[config.mk]
export PLATFORM = sky130hd
export DESIGN_NAME = riscv_rf_wb_arbiter
export DESIGN_NICKNAME = d
export VERILOG_FILES = /design/src/rtl/riscv_rf_arb_pkg.sv /design/src/rtl/riscv_rf_arb_pick.sv /design/src/rtl/riscv_rf_wb_arbiter.sv
export SDC_FILE = /design/constraint.sdc
export NUM_CORES = 1
export LEC_CHECK = 0
export ABC_AREA = 1
export CORE_AREA = 2 2 158 160
export CTS_CLUSTER_SIZE = 24
export DETAILED_ROUTE_END_ITERATION = 16
export DIE_AREA = 0 0 160 162
export GPL_ROUTABILITY_DRIVEN = 0
export PLACE_DENSITY_LB_ADDON = 0.08
export SKIP_LAST_GASP = 1
export SLEW_MARGIN = 20
export SYNTH_ARGS = -nofsm -noshare
export SYNTH_HDL_FRONTEND = slang
export SYNTH_SLANG_ARGS = --single-unit
[constraint.sdc]
create_clock -name clk -period 4.2 [get_ports clk]
set_input_delay 0.84 -clock clk [delete_from_list [all_inputs] [get_ports clk]]
set_output_delay 0.84 -clock clk [all_outputs]
set_load 0.02 [all_outputs]
[src/rtl/riscv_rf_arb_pkg.sv]
// Shared constants and payload type for the register-file writeback arbiter.
package riscv_rf_arb_pkg;

    localparam int unsigned NUM_REQ_DEFAULT = 4;

    localparam int unsigned WB_ALU  = 0;
    localparam int unsigned WB_LSU  = 1;
    localparam int unsigned WB_MULT = 2;
    localparam int unsigned WB_FPU  = 3;

    localparam int unsigned RF_ADDR_W = 5;
    localparam int unsigned RF_DATA_W = 32;

    // One regfile write as it appears on a write port.
    typedef struct packed {
        logic [RF_ADDR_W-1:0] addr;
        logic [RF_DATA_W-1:0] data;
        logic                 we;
    } rf_wr_t;

endpackage

[src/rtl/riscv_rf_arb_pick.sv]
// Find-first valid requester scanning circularly from a start index,
// skipping requesters whose destination matches an excluded address.
module riscv_rf_arb_pick
    import riscv_rf_arb_pkg::*;
#(
    parameter  int unsigned NUM_REQ    = NUM_REQ_DEFAULT,
    parameter  int unsigned ADDR_WIDTH = 5,
    localparam int unsigned IDX_W      = $clog2(NUM_REQ)
) (
    input  logic [NUM_REQ-1:0]                 i_valid,
    input  logic [NUM_REQ-1:0][ADDR_WIDTH-1:0] i_addr,
    input  logic [IDX_W-1:0]                   i_start,
    input  logic                               i_excl_en,
    input  logic [ADDR_WIDTH-1:0]              i_excl_addr,
    output logic                               o_found_c,
    output logic [IDX_W-1:0]                   o_idx_c
);

    int unsigned w_pos;

    always_comb begin
        o_found_c = 1'b0;
        o_idx_c   = '0;
        w_pos     = 0;
        for (int unsigned k = 0; k < NUM_REQ; k++) begin
            w_pos = (32'(i_start) + k) % NUM_REQ;
            if (!o_found_c && i_valid[IDX_W'(w_pos)] &&
                !(i_excl_en && (i_addr[IDX_W'(w_pos)] == i_excl_addr))) begin
                o_found_c = 1'b1;
                o_idx_c   = IDX_W'(w_pos);
            end
        end
    end

endmodule

[src/rtl/riscv_rf_wb_arbiter.sv]
// Two-port regfile writeback arbiter with registered write ports and pending bitmap.
// Define RF_WB_ARB_ROUND_ROBIN_EN for round-robin scan; otherwise fixed priority (req 0 highest).
module riscv_rf_wb_arbiter
    import riscv_rf_arb_pkg::*;
#(
    parameter int unsigned ADDR_WIDTH = 5,
    parameter int unsigned DATA_WIDTH = 32,
    parameter int unsigned NUM_REQ    = NUM_REQ_DEFAULT
) (
    input  logic                               clk,
    input  logic                               rst_n,
    input  logic [NUM_REQ-1:0]                 req_valid_i,
    input  logic [NUM_REQ-1:0][ADDR_WIDTH-1:0] req_addr_i,
    input  logic [NUM_REQ-1:0][DATA_WIDTH-1:0] req_data_i,
    output logic [NUM_REQ-1:0]                 req_ready_o,
    output logic [ADDR_WIDTH-1:0]              waddr_a_o,
    output logic [DATA_WIDTH-1:0]              wdata_a_o,
    output logic                               we_a_o,
    output logic [ADDR_WIDTH-1:0]              waddr_b_o,
    output logic [DATA_WIDTH-1:0]              wdata_b_o,
    output logic                               we_b_o,
    output logic [(2**ADDR_WIDTH)-1:0]         wr_pend_o
);

    localparam int unsigned IDX_W    = $clog2(NUM_REQ);
    localparam int unsigned NUM_REGS = 2**ADDR_WIDTH;

    logic [IDX_W-1:0]      w_start;
    logic                  w_found_a;
    logic                  w_found_b;
    logic [IDX_W-1:0]      w_idx_a;
    logic [IDX_W-1:0]      w_idx_b;
    logic [NUM_REQ-1:0]    w_valid_b;
    logic [ADDR_WIDTH-1:0] w_addr_a;
    logic [ADDR_WIDTH-1:0] w_addr_b;
    logic [NUM_REGS-1:0]   w_pend_nxt;

    logic [ADDR_WIDTH-1:0] r_waddr_a;
    logic [DATA_WIDTH-1:0] r_wdata_a;
    logic                  r_we_a;
    logic [ADDR_WIDTH-1:0] r_waddr_b;
    logic [DATA_WIDTH-1:0] r_wdata_b;
    logic                  r_we_b;
    logic [NUM_REGS-1:0]   r_wr_pend;

`ifdef RF_WB_ARB_ROUND_ROBIN_EN
    logic [IDX_W-1:0] r_ptr;
    logic [IDX_W-1:0] w_last;

    // Port B is always later in scan order than port A, so it is the last grant when present.
    assign w_last = w_found_b ? w_idx_b : w_idx_a;

    always_ff @(posedge clk or negedge rst_n) begin
        if (!rst_n) begin
            r_ptr <= '0;
        end else if (w_found_a) begin
            r_ptr <= (32'(w_last) == NUM_REQ - 1) ? '0 : w_last + IDX_W'(1);
        end
    end

    assign w_start = r_ptr;
`else
    assign w_start = '0;
`endif

    riscv_rf_arb_pick #(
        .NUM_REQ    (NUM_REQ),
        .ADDR_WIDTH (ADDR_WIDTH)
    ) u_pick_a (
        .i_valid     (req_valid_i),
        .i_addr      (req_addr_i),
        .i_start     (w_start),
        .i_excl_en   (1'b0),
        .i_excl_addr ('0),
        .o_found_c   (w_found_a),
        .o_idx_c     (w_idx_a)
    );

    assign w_addr_a  = req_addr_i[w_idx_a];
    assign w_valid_b = req_valid_i & ~(NUM_REQ'(1) << w_idx_a);

    riscv_rf_arb_pick #(
        .NUM_REQ    (NUM_REQ),
        .ADDR_WIDTH (ADDR_WIDTH)
    ) u_pick_b (
        .i_valid     (w_valid_b),
        .i_addr      (req_addr_i),
        .i_start     (w_start),
        .i_excl_en   (w_found_a),
        .i_excl_addr (w_addr_a),
        .o_found_c   (w_found_b),
        .o_idx_c     (w_idx_b)
    );

    assign w_addr_b = req_addr_i[w_idx_b];

    // Nothing is acknowledged while reset is held.
    always_comb begin
        req_ready_o = '0;
        if (rst_n) begin
            if (w_found_a) req_ready_o[w_idx_a] = 1'b1;
            if (w_found_b) req_ready_o[w_idx_b] = 1'b1;
        end
    end

    always_comb begin
        w_pend_nxt = '0;
        if (w_found_a && (w_addr_a != '0)) w_pend_nxt[w_addr_a] = 1'b1;
        if (w_found_b && (w_addr_b != '0)) w_pend_nxt[w_addr_b] = 1'b1;
    end

    // x0 writes are accepted and captured but never enabled.
    always_ff @(posedge clk or negedge rst_n) begin
        if (!rst_n) begin
            r_waddr_a <= '0;
            r_wdata_a <= '0;
            r_we_a    <= 1'b0;
            r_waddr_b <= '0;
            r_wdata_b <= '0;
            r_we_b    <= 1'b0;
            r_wr_pend <= '0;
        end else begin
            r_we_a    <= w_found_a && (w_addr_a != '0);
            r_we_b    <= w_found_b && (w_addr_b != '0);
            r_wr_pend <= w_pend_nxt;
            if (w_found_a) begin
                r_waddr_a <= w_addr_a;
                r_wdata_a <= req_data_i[w_idx_a];
            end
            if (w_found_b) begin
                r_waddr_b <= w_addr_b;
                r_wdata_b <= req_data_i[w_idx_b];
            end
        end
    end

    assign waddr_a_o = r_waddr_a;
    assign wdata_a_o = r_wdata_a;
    assign we_a_o    = r_we_a;
    assign waddr_b_o = r_waddr_b;
    assign wdata_b_o = r_wdata_b;
    assign we_b_o    = r_we_b;
    assign wr_pend_o = r_wr_pend;

endmodule

# Word-level counts from Yosys, hierarchy flattened

Index checks and enable logic that the tools add are counted.

Register bits: 108
Output and inout port bits: 112
Logic and storage cells: 92

$lt $le $gt $ge: 8
Bitwise operators: 4
Equal/unequal tests: 4
Reductions and logical operators: 32
Shift-type cells: 1
Muxes and demuxes: 36

Operators with widths:

| operator              | number |
|---|---|
| $bmux W32 S2          | 2 |
| $mux W32              | 4 |
| $or A32 B32 Y32       | 1 |
| $bmux W5 S2           | 2 |
| $eq A5 B5 Y1          | 4 |
| $logic_and A1 B1 Y1   | 20 |
| $mux W4               | 4 |
| $mux W1               | 14 |
| $lt A5 B6 Y1 const B  | 2 |
| $demux W1 S5          | 2 |
| $ge A5 B1 Y1 const B  | 2 |
| $logic_not A1 Y1      | 10 |
| $mux W5               | 2 |
| $reduce_bool A5 Y1    | 2 |
| $mux W2               | 4 |
| $lt A2 B3 Y1 const B  | 2 |
| $and A4 B4 Y4         | 1 |
| $demux W1 S2          | 2 |
| $ge A2 B1 Y1 const B  | 2 |
| $not A4 Y4            | 1 |
| $or A4 B4 Y4          | 1 |
| $shl A1 B2 Y4 const A | 1 |

# Logic depth before layout (Yosys ltp)

Depth after elaboration: 37
Gate-level depth with buffers: 25
Depth with buffers taken out: 23

# Cells and area by module

A second synthesis with hierarchy kept.

Cell total of the unflattened synthesis: 1,358
Area total of the unflattened synthesis: 8,748.4 um^2

Modules (own cells, without submodules):

| module              | cells an instance | sequential area each (um^2) | instances | area each (um^2) |
|---|---|---|---|---|
| riscv_rf_wb_arbiter | 844               | 2,702.6                     | 1         | 6,288.5 |
| riscv_rf_arb_pick   | 257               | 0.0                         | 2         | 1,229.9 |

# Worst setup path before layout

OpenSTA, ideal clock, no wires.

Path type: input port to output port
From: input port req_valid_i[0]
To: output port req_ready_o[3]
Data arrival time: 3.082 ns
Path buffers: 2
Required time: 3.360 ns
Setup slack: 0.278 ns
Stages on the path: 17
Cells stage by stage: nor2_2 > nand3_2 > buf_6 > nand3_1 > nand2_1 > nand2_1 > nand2_2 > nand2_1 > nand2_1 > nor2_1 > nand3_2 > nand2_4 > inv_2 > nor2_1 > clkbuf_1 > inv_1 > a21oi_1

Word-level cells in the longest chain between the ends: 36

Ends and longest elaborated chain:

| what                                                                      | RTL line                   | RTL |
|---|---|---|
| start, declared                                                           | riscv_rf_wb_arbiter.sv:12  | `input logic [NUM_REQ-1:0] req_valid_i,` |
| $mux W1                                                                   | riscv_rf_arb_pick.sv:27    | `if (!o_found_c && i_valid[IDX_W'(w_pos)] &&` |
| $logic_not A1 Y1                                                          | riscv_rf_arb_pick.sv:27    |  |
| $logic_and A1 B1 Y1                                                       | riscv_rf_arb_pick.sv:27    |  |
| $mux W1                                                                   | riscv_rf_arb_pick.sv:27    |  |
| $logic_not A1 Y1                                                          | riscv_rf_arb_pick.sv:27    |  |
| $logic_and A1 B1 Y1                                                       | riscv_rf_arb_pick.sv:27    |  |
| $mux W1                                                                   | riscv_rf_arb_pick.sv:27    |  |
| $logic_not A1 Y1                                                          | riscv_rf_arb_pick.sv:27    |  |
| [... 20 more ...]                                                         | -                          |  |
| $mux W2                                                                   | riscv_rf_arb_pick.sv:27    |  |
| $lt A2 B3 Y1 (not written as such) / $ge A2 B1 Y1 (equally long branches) | riscv_rf_wb_arbiter.sv:102 | `if (w_found_b) req_ready_o[w_idx_b] = 1'b1;` |
| $logic_and A1 B1 Y1 (not written as such)                                 | riscv_rf_wb_arbiter.sv:102 |  |
| $mux W1 (not written as such)                                             | riscv_rf_wb_arbiter.sv:102 |  |
| $demux W1 S2                                                              | riscv_rf_wb_arbiter.sv:102 |  |
| $or A4 B4 Y4 (no source line)                                             | -                          |  |
| $mux W4 *                                                                 | riscv_rf_wb_arbiter.sv:102 |  |
| $mux W4 *                                                                 | riscv_rf_wb_arbiter.sv:100 | `if (rst_n) begin` |
| end, declared                                                             | riscv_rf_wb_arbiter.sv:15  | `output logic [NUM_REQ-1:0] req_ready_o,` |

Mark *: on every way between the ends. The rest lies on a longest branch, timed or not. The select of a mux whose other input is x is not followed.

# Worst setup path after layout

From: input port req_valid_i[1]
To: output port req_ready_o[3]

Word-level cells in the longest chain between the ends: 34

Ends and longest elaborated chain:

| what                                                                      | RTL line |
|---|---|
| $logic_and A1 B1 Y1                                                       | riscv_rf_arb_pick.sv:27 |
| $mux W1                                                                   | riscv_rf_arb_pick.sv:27 |
| $logic_not A1 Y1                                                          | riscv_rf_arb_pick.sv:27 |
| $logic_and A1 B1 Y1                                                       | riscv_rf_arb_pick.sv:27 |
| $mux W1                                                                   | riscv_rf_arb_pick.sv:27 |
| $logic_not A1 Y1                                                          | riscv_rf_arb_pick.sv:27 |
| $logic_and A1 B1 Y1                                                       | riscv_rf_arb_pick.sv:27 |
| $mux W2                                                                   | riscv_rf_arb_pick.sv:27 |
| [... 18 more ...]                                                         | - |
| $mux W2                                                                   | riscv_rf_arb_pick.sv:27 |
| $lt A2 B3 Y1 (not written as such) / $ge A2 B1 Y1 (equally long branches) | riscv_rf_wb_arbiter.sv:102 |
| $logic_and A1 B1 Y1 (not written as such)                                 | riscv_rf_wb_arbiter.sv:102 |
| $mux W1 (not written as such)                                             | riscv_rf_wb_arbiter.sv:102 |
| $demux W1 S2                                                              | riscv_rf_wb_arbiter.sv:102 |
| $or A4 B4 Y4 (no source line)                                             | - |
| $mux W4 *                                                                 | riscv_rf_wb_arbiter.sv:102 |
| $mux W4 *                                                                 | riscv_rf_wb_arbiter.sv:100 |

Marked as above.

==> out/qor.txt <==
status - complete, no violations
leakage - 4.54 nW
setup ws final - 0.160 ns
synthesized area - 6670 sq um
Fmax achieved - 247 MHz
Initial Util - 0.277
Final period util - 0.962
Peak supply drop - 0.000152 V
Max Cap Viol - 0
sequential-to-total area share from yosys stat - 0.405
Iteration-0 DRC Markers - 390
DP Area - 10,100 sq um
CTS Root Buffer Type - clkbuf_16
post-synth cell types - 33
gr usage total - 0.215
Synth Area in Compound Gates - 0.207
CTS Buffer Depth - 2
RSZ-0062 raised after global routing - true
Post-Synth Simple-Gate Area - 0.321
DRT Pass-1 Iters - 4
Hold Vio Cnt, Final - 0
post-route ant nets - 0
critical-path maximum fanout - 10
dpl ws - -0.309 ns
XOR/XNOR Fraction of Synth Area - 0.00131
WS Path Type - input port to output pin
post-route total power - 0.00357 W
fin crit period - 4.04 ns
via density per instance - 4.86
Pwr Density - 343 nW/um^2
chip height - 162 um
antenna violations before repair - 2
clock slew at reported path FFs - 0.09 ns
fin util - 0.432
vias in the first global route - 7,448
Syn Inst Count - 933
synthesized flop and latch total - 108
grt ovf - 0
startpoint types - input port
Final Cell Area - 10,400 sq um
DIE AREA - 25,900 sq um
average wire per standard cell - 18.2 um
final-layout fill cell count - 2,571
area growth from synthesis to layout - 56.1%
drt drc - 0
Die Wd - 160 um
fin. max-slew vios - 0
Slew HR - 0.362
largest net degree at the start of global routing - 62
CORE AREA - 24,100 sq um
CTS buffer count - 9
final setup violation count - 0
mux contribution to synthesized area - 0
layout cell share with drive strength beyond 1 - 0.115
Post-DP HPWL - 20.7 mm
Routed Wire Length - 28.4 mm
mean cell area of the mapped netlist - 7.15 sq um
critical path endpoint category - output pin
Layout Nets - 1,381
Worst EP required - 3.36 ns
Synth Area in Adders - 0
H-tree Lvls - 3
CTS sink cnt - 108
clk_skew - 0 ns
Port Buffer Count - 265
# rows - 57
first-pass GRT wire length - 42.8 mm
Mapped Nets - 1,087
Ys Warns - 0
worst slew pin tran - 0.955 ns
Vias - 7,571
worst min path class - input port to asynchronous set/reset pin
Arrival @ worst endpoint - 3.20 ns
CTS tree - yes
clock latency on the worst-skew pair - 0.36 ns
io pins - 266
largest family of logic cells by synthesized area - simple AND/OR/NAND/NOR gates
[kinds of logic after synthesis]
family          Yosys count
other cells               1
compound gates          233
xor+xnor                  1
buf+inv                 100
simple gates            490
flops                   108
[cell usage in the layout (no fill, tap or decap), types with 3 or more instances in the layout]
cell and count:
nand2_2 15, o21ai_0 107, clkinv_4 3, a221oi_1 28, nand2_4 6, buf_4 70, a21oi_1 30, o21ai_1 13
a41oi_1 4, nor2_1 88, nand4_1 11, buf_12 4, clkbuf_16 9, dfrtp_1 108, nand3_2 7, nor2_4 5
o21a_1 14, nand3_4 4, inv_1 38, clkdlybuf4s50_1 261, nand2_1 297, inv_2 7, nand3_1 50, a31oi_1 34
[worst max-delay path, cell delays in order]
cell	delay [ns]
clkdlybuf4s50_1	0.51
inv_1	0.04
or2_1	0.29
buf_12	0.17
nand3_1	0.07
nand3_1	0.11
buf_4	0.16
nand3_1	0.07
nand2_1	0.05
nor2_1	0.16
nand3_2	0.12
nand2_4	0.08
inv_2	0.06
nor2_4	0.11
inv_1	0.04
a21oi_1	0.13
buf_4	0.16
[worst paths after layout]
kind                                                   to  depth (start not counted)                      start  slack, ns
worst min-delay path             waddr_b_o[3]$_DFFE_PN0N_                          1                      rst_n       0.35
min in group clk                 waddr_a_o[0]$_DFFE_PN0N_                          2   waddr_a_o[0]$_DFFE_PN0N_       0.48
max in group asynchronous       wdata_b_o[11]$_DFFE_PN0N_                          2                      rst_n       2.70
worst max-delay path                       req_ready_o[3]                         17             req_valid_i[1]       0.16
worst min register to register   waddr_a_o[0]$_DFFE_PN0N_                          2   waddr_a_o[0]$_DFFE_PN0N_       0.48
worst max register to register  wdata_b_o[25]$_DFFE_PN0N_                          2  wdata_b_o[25]$_DFFE_PN0N_       3.52
[layout make-up]
type / instances / area, sq um / share of cell area
Clock buffer: 9 / 225 / 0.0216
Inverter: 45 / 169 / 0.0162
Clock inverter: 7 / 78.8 / 0.00757
Antenna cell: 1 / 2.50 / 0.000240
Sequential cell: 108 / 2700 / 0.260
Timing Repair Buffer: 338 / 3240 / 0.312
Multi-Input combinational cell: 725 / 3580 / 0.344
Tap cell: 324 / 405 / 0.0389
[registers in the layout, indices dropped and copies added (netlist names)]
| register | count |
|---|---|
| waddr_b_o | 5 |
| we_a_o | 1 |
| wdata_a_o | 32 |
| waddr_a_o | 5 |
| we_b_o | 1 |
| wdata_b_o | 32 |
| wr_pend_o | 32 |
[synthesized netlist by cell type, drive strengths merged]
| cell type | number | area [sq um] |
|---|---|---|
| nand2 | 318 | 1280 |
| o21ai | 121 | 609 |
| dfrtp | 108 | 2700 |
| nor2 | 96 | 402 |
| nand3 | 61 | 370 |
| inv | 45 | 169 |
| clkbuf | 40 | 150 |
| a31oi | 34 | 213 |
| a21oi | 32 | 175 |
| a221oi | 28 | 245 |
| buf | 15 | 108 |
| o21a | 14 | 105 |
| nand4 | 11 | 68.8 |
| a41oi | 4 | 35.0 |
| nand3b | 2 | 15.0 |
| conb | 1 | 3.75 |
| nor3 | 1 | 5.00 |
| or2 | 1 | 6.26 |
| xor2 | 1 | 8.76 |
[through the flow]
step / hold WS [ns] / setup TNS [ns] / cells
5_1_grt: 0.359 / -0.0574 / 1557
6_report: 0.354 / 0 / 1557
3_5_place_dp: 0.473 / -3.04 / 1540
4_1_cts: 0.358 / -0.0362 / 1556
3_3_place_gp: 0.465 / -2.00 / 1540
2_1_floorplan: 0.544 / 0 / 933
[report_power, final]
group | total (W) | switching [W] | internal (W)
Sequential | 0.00126 | 0.0000751 | 0.00118
Combinational | 0.00143 | 0.000795 | 0.000633
Clock | 0.000883 | 0.000460 | 0.000424
Total | 0.00357 | 0.00133 | 0.00224
[metal layers]
layer  up-vias  global-route usage  part of all wire  wire [um]
li1       3728                   -                 -          -
met2       279               0.391              0.51      14500
met3        33              0.0567             0.075       2130
met1      3531               0.247              0.39      11200
met4         0              0.0639             0.020        580
met5         -                   0                 0          0
[repair_timing]
item	CTS	global route
hold endpoints to repair	0	0
setup buffers	0	0
gates cloned	0	0
endpoints found under the setup margin	3	11
pin swaps	0	0
hold buffers	0	0
resized for setup	5	8
No activity file was read; power rests on OpenSTA's default activity.
